## src/rtl/core_config_pkg.sv

```systemverilog
`default_nettype none
// ============================================================================
// Module      : core_config_pkg
// Description : Core-wide widths and the decode->execute payload type.
// Revision    : 1.0 - initial release
// ============================================================================
package core_config_pkg;

    localparam int XLEN       = 32;
    localparam int REG_ADDR_W = 5;
    localparam int REG_COUNT  = 32;
    localparam int UOP_W      = 16;

    // Non-operand part of an instruction, carried unchanged decode -> execute.
    typedef struct packed {
        logic [REG_ADDR_W-1:0] rd;
        logic                  rd_we;
        logic [XLEN-1:0]       imm;
        logic [XLEN-1:0]       pc;
        logic [UOP_W-1:0]      uop;
    } opf_payload_t;

endpackage
`default_nettype wire

```

## src/rtl/reg_scoreboard.sv

```systemverilog
`default_nettype none
// ============================================================================
// Module      : reg_scoreboard
// Description : Per-register busy bits; one set port, two clear ports.
// Revision    : 1.0 - initial release
// ============================================================================
module reg_scoreboard #(
    parameter int REG_ADDR_W = 5,
    parameter int REG_COUNT  = 32
) (
    input  logic                  clk,
    input  logic                  rst_n,
    input  logic                  clk_en,
    input  logic                  set_en,
    input  logic [REG_ADDR_W-1:0] set_idx,
    input  logic                  clr_a_en,
    input  logic [REG_ADDR_W-1:0] clr_a_idx,
    input  logic                  clr_b_en,
    input  logic [REG_ADDR_W-1:0] clr_b_idx,
    output logic [REG_COUNT-1:0]  busy
);

    logic [REG_COUNT-1:0] r_busy;
    logic [REG_COUNT-1:0] w_next;

    // Clears are applied first so a same-index set in the same cycle wins.
    always_comb begin
        w_next = r_busy;
        if (clr_a_en) w_next[clr_a_idx] = 1'b0;
        if (clr_b_en) w_next[clr_b_idx] = 1'b0;
        if (set_en)   w_next[set_idx]   = 1'b1;
        w_next[0] = 1'b0;
    end

    always_ff @(posedge clk or negedge rst_n) begin
        if (!rst_n) begin
            r_busy <= '0;
        end else if (clk_en) begin
            r_busy <= w_next;
        end
    end

    assign busy = r_busy;

endmodule
`default_nettype wire

```

## src/rtl/operand_fetch.sv

```systemverilog
`default_nettype none
// ============================================================================
// Module      : operand_fetch
// Description : Decode->execute stage: RF read, RAW scoreboard stall, output
//               register. Define OPFETCH_WB_BYPASS_EN for writeback bypass.
// Revision    : 1.0 - initial release
// ============================================================================
module operand_fetch #(
    parameter int XLEN       = core_config_pkg::XLEN,
    parameter int REG_ADDR_W = core_config_pkg::REG_ADDR_W,
    parameter int REG_COUNT  = core_config_pkg::REG_COUNT,
    parameter int UOP_W      = core_config_pkg::UOP_W
) (
    input  logic                  clk,
    input  logic                  rst_n,
    input  logic                  clk_en,
    input  logic                  flush,
    input  logic                  dec_valid,
    output logic                  dec_ready,
    input  logic [REG_ADDR_W-1:0] dec_rs1,
    input  logic [REG_ADDR_W-1:0] dec_rs2,
    input  logic                  dec_rs1_used,
    input  logic                  dec_rs2_used,
    input  logic [REG_ADDR_W-1:0] dec_rd,
    input  logic                  dec_rd_we,
    input  logic [XLEN-1:0]       dec_imm,
    input  logic [XLEN-1:0]       dec_pc,
    input  logic [UOP_W-1:0]      dec_uop,
    output logic [REG_ADDR_W-1:0] rf_ra1,
    output logic [REG_ADDR_W-1:0] rf_ra2,
    input  logic [XLEN-1:0]       rf_rd1,
    input  logic [XLEN-1:0]       rf_rd2,
    input  logic                  wb_we,
    input  logic [REG_ADDR_W-1:0] wb_wa,
    input  logic [XLEN-1:0]       wb_wd,
    input  logic                  kill_valid,
    input  logic [REG_ADDR_W-1:0] kill_rd,
    output logic                  ex_valid,
    input  logic                  ex_ready,
    output logic [XLEN-1:0]       ex_rs1_val,
    output logic [XLEN-1:0]       ex_rs2_val,
    output logic [REG_ADDR_W-1:0] ex_rd,
    output logic                  ex_rd_we,
    output logic [XLEN-1:0]       ex_imm,
    output logic [XLEN-1:0]       ex_pc,
    output logic [UOP_W-1:0]      ex_uop
);

    import core_config_pkg::*;

    logic [REG_COUNT-1:0] w_busy;
    logic                 w_byp1, w_byp2;
    logic                 w_hz1, w_hz2;
    logic                 w_capture, w_ex_fire;
    logic [XLEN-1:0]      w_op1, w_op2;

    logic                 r_valid;
    opf_payload_t         r_payload;
    logic [XLEN-1:0]      r_rs1_val, r_rs2_val;

    assign rf_ra1 = dec_rs1;
    assign rf_ra2 = dec_rs2;

`ifdef OPFETCH_WB_BYPASS_EN
    assign w_byp1 = wb_we && (wb_wa == dec_rs1) && (dec_rs1 != '0);
    assign w_byp2 = wb_we && (wb_wa == dec_rs2) && (dec_rs2 != '0);
    assign w_op1  = (dec_rs1 == '0) ? '0 : (w_byp1 ? wb_wd : rf_rd1);
    assign w_op2  = (dec_rs2 == '0) ? '0 : (w_byp2 ? wb_wd : rf_rd2);
`else
    logic w_unused_wb_wd;
    assign w_byp1         = 1'b0;
    assign w_byp2         = 1'b0;
    assign w_unused_wb_wd = ^wb_wd;
    assign w_op1          = (dec_rs1 == '0) ? '0 : rf_rd1;
    assign w_op2          = (dec_rs2 == '0) ? '0 : rf_rd2;
`endif

    // The in-flight producer still sitting in the output register is a hazard
    // too: its scoreboard bit is only set once execute takes it.
    assign w_hz1 = dec_rs1_used && (dec_rs1 != '0) &&
                   ((w_busy[dec_rs1] && !w_byp1) ||
                    (r_valid && r_payload.rd_we && (r_payload.rd == dec_rs1)));
    assign w_hz2 = dec_rs2_used && (dec_rs2 != '0) &&
                   ((w_busy[dec_rs2] && !w_byp2) ||
                    (r_valid && r_payload.rd_we && (r_payload.rd == dec_rs2)));

    assign dec_ready = clk_en && !flush && !w_hz1 && !w_hz2 && (!r_valid || ex_ready);
    assign w_capture = dec_valid && dec_ready;
    assign w_ex_fire = r_valid && ex_ready && clk_en && !flush;

    always_ff @(posedge clk or negedge rst_n) begin
        if (!rst_n) begin
            r_valid   <= 1'b0;
            r_payload <= '0;
            r_rs1_val <= '0;
            r_rs2_val <= '0;
        end else if (clk_en) begin
            if (w_capture) begin
                r_valid         <= 1'b1;
                r_rs1_val       <= w_op1;
                r_rs2_val       <= w_op2;
                r_payload.rd    <= dec_rd;
                r_payload.rd_we <= dec_rd_we;
                r_payload.imm   <= dec_imm;
                r_payload.pc    <= dec_pc;
                r_payload.uop   <= dec_uop;
            end else if (flush || ex_ready) begin
                r_valid <= 1'b0;
            end
        end
    end

    reg_scoreboard #(
        .REG_ADDR_W (REG_ADDR_W),
        .REG_COUNT  (REG_COUNT)
    ) u_scoreboard (
        .clk       (clk),
        .rst_n     (rst_n),
        .clk_en    (clk_en),
        .set_en    (w_ex_fire && r_payload.rd_we),
        .set_idx   (r_payload.rd),
        .clr_a_en  (wb_we),
        .clr_a_idx (wb_wa),
        .clr_b_en  (kill_valid),
        .clr_b_idx (kill_rd),
        .busy      (w_busy)
    );

    assign ex_valid   = r_valid;
    assign ex_rs1_val = r_rs1_val;
    assign ex_rs2_val = r_rs2_val;
    assign ex_rd      = r_payload.rd;
    assign ex_rd_we   = r_payload.rd_we;
    assign ex_imm     = r_payload.imm;
    assign ex_pc      = r_payload.pc;
    assign ex_uop     = r_payload.uop;

endmodule
`default_nettype wire
```

## config.mk

```make
export PLATFORM = sky130hd
export DESIGN_NAME = operand_fetch
export DESIGN_NICKNAME = d
export VERILOG_FILES = /design/src/rtl/core_config_pkg.sv /design/src/rtl/reg_scoreboard.sv /design/src/rtl/operand_fetch.sv
export SDC_FILE = /design/constraint.sdc
export NUM_CORES = 1
export LEC_CHECK = 0
export CAP_MARGIN = 10
export CELL_PAD_IN_SITES_DETAIL_PLACEMENT = 0
export CELL_PAD_IN_SITES_GLOBAL_PLACEMENT = 1
export CORE_ASPECT_RATIO = 0.5
export CORE_UTILIZATION = 32
export DETAILED_ROUTE_END_ITERATION = 6
export PLACE_DENSITY = 0.91
export SLEW_MARGIN = 25
export SYNTH_ARGS = -nofsm -noshare
export SYNTH_HDL_FRONTEND = slang
export SYNTH_SLANG_ARGS = --single-unit
export TNS_END_PERCENT = 1
```

## constraint.sdc

```tcl
create_clock -name clk -period 3.2 [get_ports clk]
set_input_delay 0.64 -clock clk [delete_from_list [all_inputs] [get_ports clk]]
set_output_delay 0.64 -clock clk [all_outputs]
set_load 0.02 [all_outputs]
```

==> out/results.ini <==
[sta]
clock_skew_ps=10.82
maxSlewViolCount=0
setup_violations=0
worstMarginPinSlew_ps=596.6
max_freq_mhz=321.4
max_slew_margin_pct=60.22
fin_crit_sh_pct=97.22
fin_ws_ps=88.92
rsz0062_at_grt=no
hold_viol_final=0
finalCriticalPeriod_ps=3111

[logic_synthesis]
synth_area_per_cell_um2=11.49
synth_top_area_share_pct=52.65
ys.flop_type=dfrtp_1
synth.distinct_cells=44
synth.most_common_cell=dfrtp_1
syn_nets=965
synth_edf_count=0
synth_top_area_cell=dfrtp_1
yosysWarnings=0
synthTopCellsByCount=182 x dfrtp_1, 131 x nand2_1, 72 x mux2i_1
ys_seq_area_share_pct=52.65
netlist_top_cells_area=dfrtp_1 53%, mux2_2 8.6%, mux2i_1 8.3%
ys_seq_elements=182
netlist_instances=753
synth_area_mm2=0.008650
synthArstFlopShare_pct=100.0

[final_layout]
utilization_pct=50.33
layout.nets=1327
fillers=2270
diodes=0
syn_to_final_growth_pct=54.12
multi_input_area_mm2=0.003616
regArea_mm2=0.004554
drive_above_1_share_pct=17.83

[grt]
groute.usage.overall_pct=19.63
grt_pass1_vias=7440
grt_start_max_net_pins=67
grt_first_pass_wirelength_mm=41.34
grt_antenna_before_repair=1
grt-ovfl-total=0

[drt]
drtAntennaViolNets=0
via_per_inst=4.807
wl_mm=26.92
post-route-drc-count=0
first_pass_iters=6
drtIter0Drc=471
dr_total_vias=7109
wl_per_cell_um=18.20

[place]
portBuffers=341
place.gp.congestion=0.8883
hpwlAfterDp_mm=20.42
pre_cts_slack_ps=-436.7

[power_and_ir_drop]
combPwrFrac_pct=36.9
powerDensity_mw_per_mm2=633.7
power.internal_mw=5.652
p_leak_nw=6.367
pwr-share-seq_pct=37.6
switching_power_mw=2.796
clkPwrFrac_pct=25.5
max-vdd-ir-drop_v=0.0003254
swShare_pct=33.10

[clock_network]
insertion_delay_ps=440
cts_tree=built
cts-root-buf=clkbuf_16
h-tree-depth=4
cts_buffer_depth=2
cts_sinks=182
cts-buffers-inserted=17
clk_pin_slew_worst_paths_ps=70

[floorplanning]
fp.coreArea_mm2=0.02649
die_y_um=118.3
rows=42
die_area_mm2=0.02773
io_pins=374
initial_core_util_pct=32.66
die_w_um=234.5

[setup_path]
critical_path.startpoint_type=flop
end_kind=output port
crit_family=multiplexers
worst_path_max_delay_cell=mux4_2
critPathArrivalTime_ps=2470
worstSetupPathType=flop to output port
cp.buffers_inverters=1
crit_chain=mux4_2 -> mux2_4 -> a2111oi_4 -> a31o_2 -> nand2_2 -> nor2_1 -> buf_4
crit_fanout=3
cpPeakStageDelay_ps=470
crit_required_ps=2560

[min_path]
hp-class=input pin to async pin

[run]
drv_cap=0

[status]
outcome=completed

-- layout by cell type, fill, tap and decap left out, drive strengths merged, types with 8 or more instances in the layout --
cell / Yosys / final
mux2: 91 / 91
buf: 31 / 55
mux2i: 72 / 72
dfrtp: 182 / 182
clkbuf: 19 / 18
a22o: 9 / 9
xnor2: 8 / 8
mux4: 10 / 10
clkdlybuf4s50: 0 / 333
nor2: 11 / 11
o21ai: 22 / 22
inv: 66 / 72
nand2: 131 / 131
nand3b: 13 / 13
o22ai: 31 / 31
-- path summary, 6_finish.rpt --
kind / from / endpoint / slack, ps / cells after the start
hold / removal: rst_n / ex_pc[5]$_DFFE_PN0P_ / 170 / 1
setup reg to reg: u_scoreboard.busy[2]$_DFFE_PN0P_ / ex_uop[1]$_DFFE_PN0P_ / 580 / 8
max in group asynchronous: rst_n / ex_rs2_val[1]$_DFFE_PN0P_ / 2120 / 2
setup / recovery: u_scoreboard.busy[2]$_DFFE_PN0P_ / dec_ready / 90 / 7
min in group clk: ex_pc[17]$_DFFE_PN0P_ / ex_pc[17]$_DFFE_PN0P_ / 510 / 1
hold reg to reg: ex_pc[17]$_DFFE_PN0P_ / ex_pc[17]$_DFFE_PN0P_ / 510 / 1
-- power by group through the flow --
| stage | logic (mW) | registers, mW | clock network [mW] |
|---|---|---|---|
| finish | 3.11 | 3.18 | 2.15 |
| global placement | 3.07 | 3.18 | 0 |
| detailed placement | 3.13 | 3.21 | 0 |
| CTS | 3.14 | 3.18 | 2.20 |
| global route | 3.28 | 3.25 | 2.29 |
| floorplan | 0.769 | 3.84 | 0 |
-- per-layer routing --
metal	GRT usage, %	part of all wire [%]	vias to the layer above
li1	-	-	3299
met1	21.93	39	3533
met2	35.00	53	215
met3	4.850	4.8	60
met4	8.911	3.9	2
met5	0	0.030	-
-- sequential cells by signal, summed over array words and instances, names as in the netlist --
| register | count |
|---|---|
| ex_rd_we | 1 |
| ex_rd | 5 |
| ex_rs2_val | 32 |
| ex_uop | 16 |
| ex_pc | 32 |
| ex_rs1_val | 32 |
| ex_valid | 1 |
| ex_imm | 32 |
| u_scoreboard.busy | 31 |
-- final cells by class --
class / count / share of cell area, %
Clock inverter: 13 / 1.089
Clock buffer: 18 / 3.295
Tap cell: 352 / 3.304
Inverter: 66 / 1.858
Timing Repair Buffer: 393 / 29.16
Multi-Input combinational cell: 455 / 27.13
Sequential cell: 182 / 34.17
-- cell families after synthesis --
group | Yosys count | synth area share, %
AND/OR/NAND/NOR | 194 | 10.29
flip-flops | 182 | 52.65
multiplexers | 173 | 23.87
buffers and inverters | 116 | 6.119
AO/OA/AOI/OAI | 78 | 6.061
XOR/XNOR | 10 | 1.013
-- metrics by stage --
stage	hold slack [ps]	instances	instance area, µm²	TNS (ps)	power (mW)
2_1_floorplan	344.4	753	8650	0	4.608
3_3_place_gp	488.1	1441	12650	-48490	6.259
3_5_place_dp	492.6	1441	12650	-52990	6.341
4_1_cts	188.5	1474	13260	0	8.522
5_1_grt	215.6	1479	13330	0	8.824
6_report	167.2	1479	13330	0	8.448
-- repair_timing --
item | CTS | global route
setup buffers | 2 | 5
endpoints found under the setup margin | 1 | 1
gates resized for setup | 11 | 8
pin swaps | 2 | 2
hold endpoints to repair | 0 | 0
hold buffers | 0 | 0
Power figures use the tool's default switching activity.
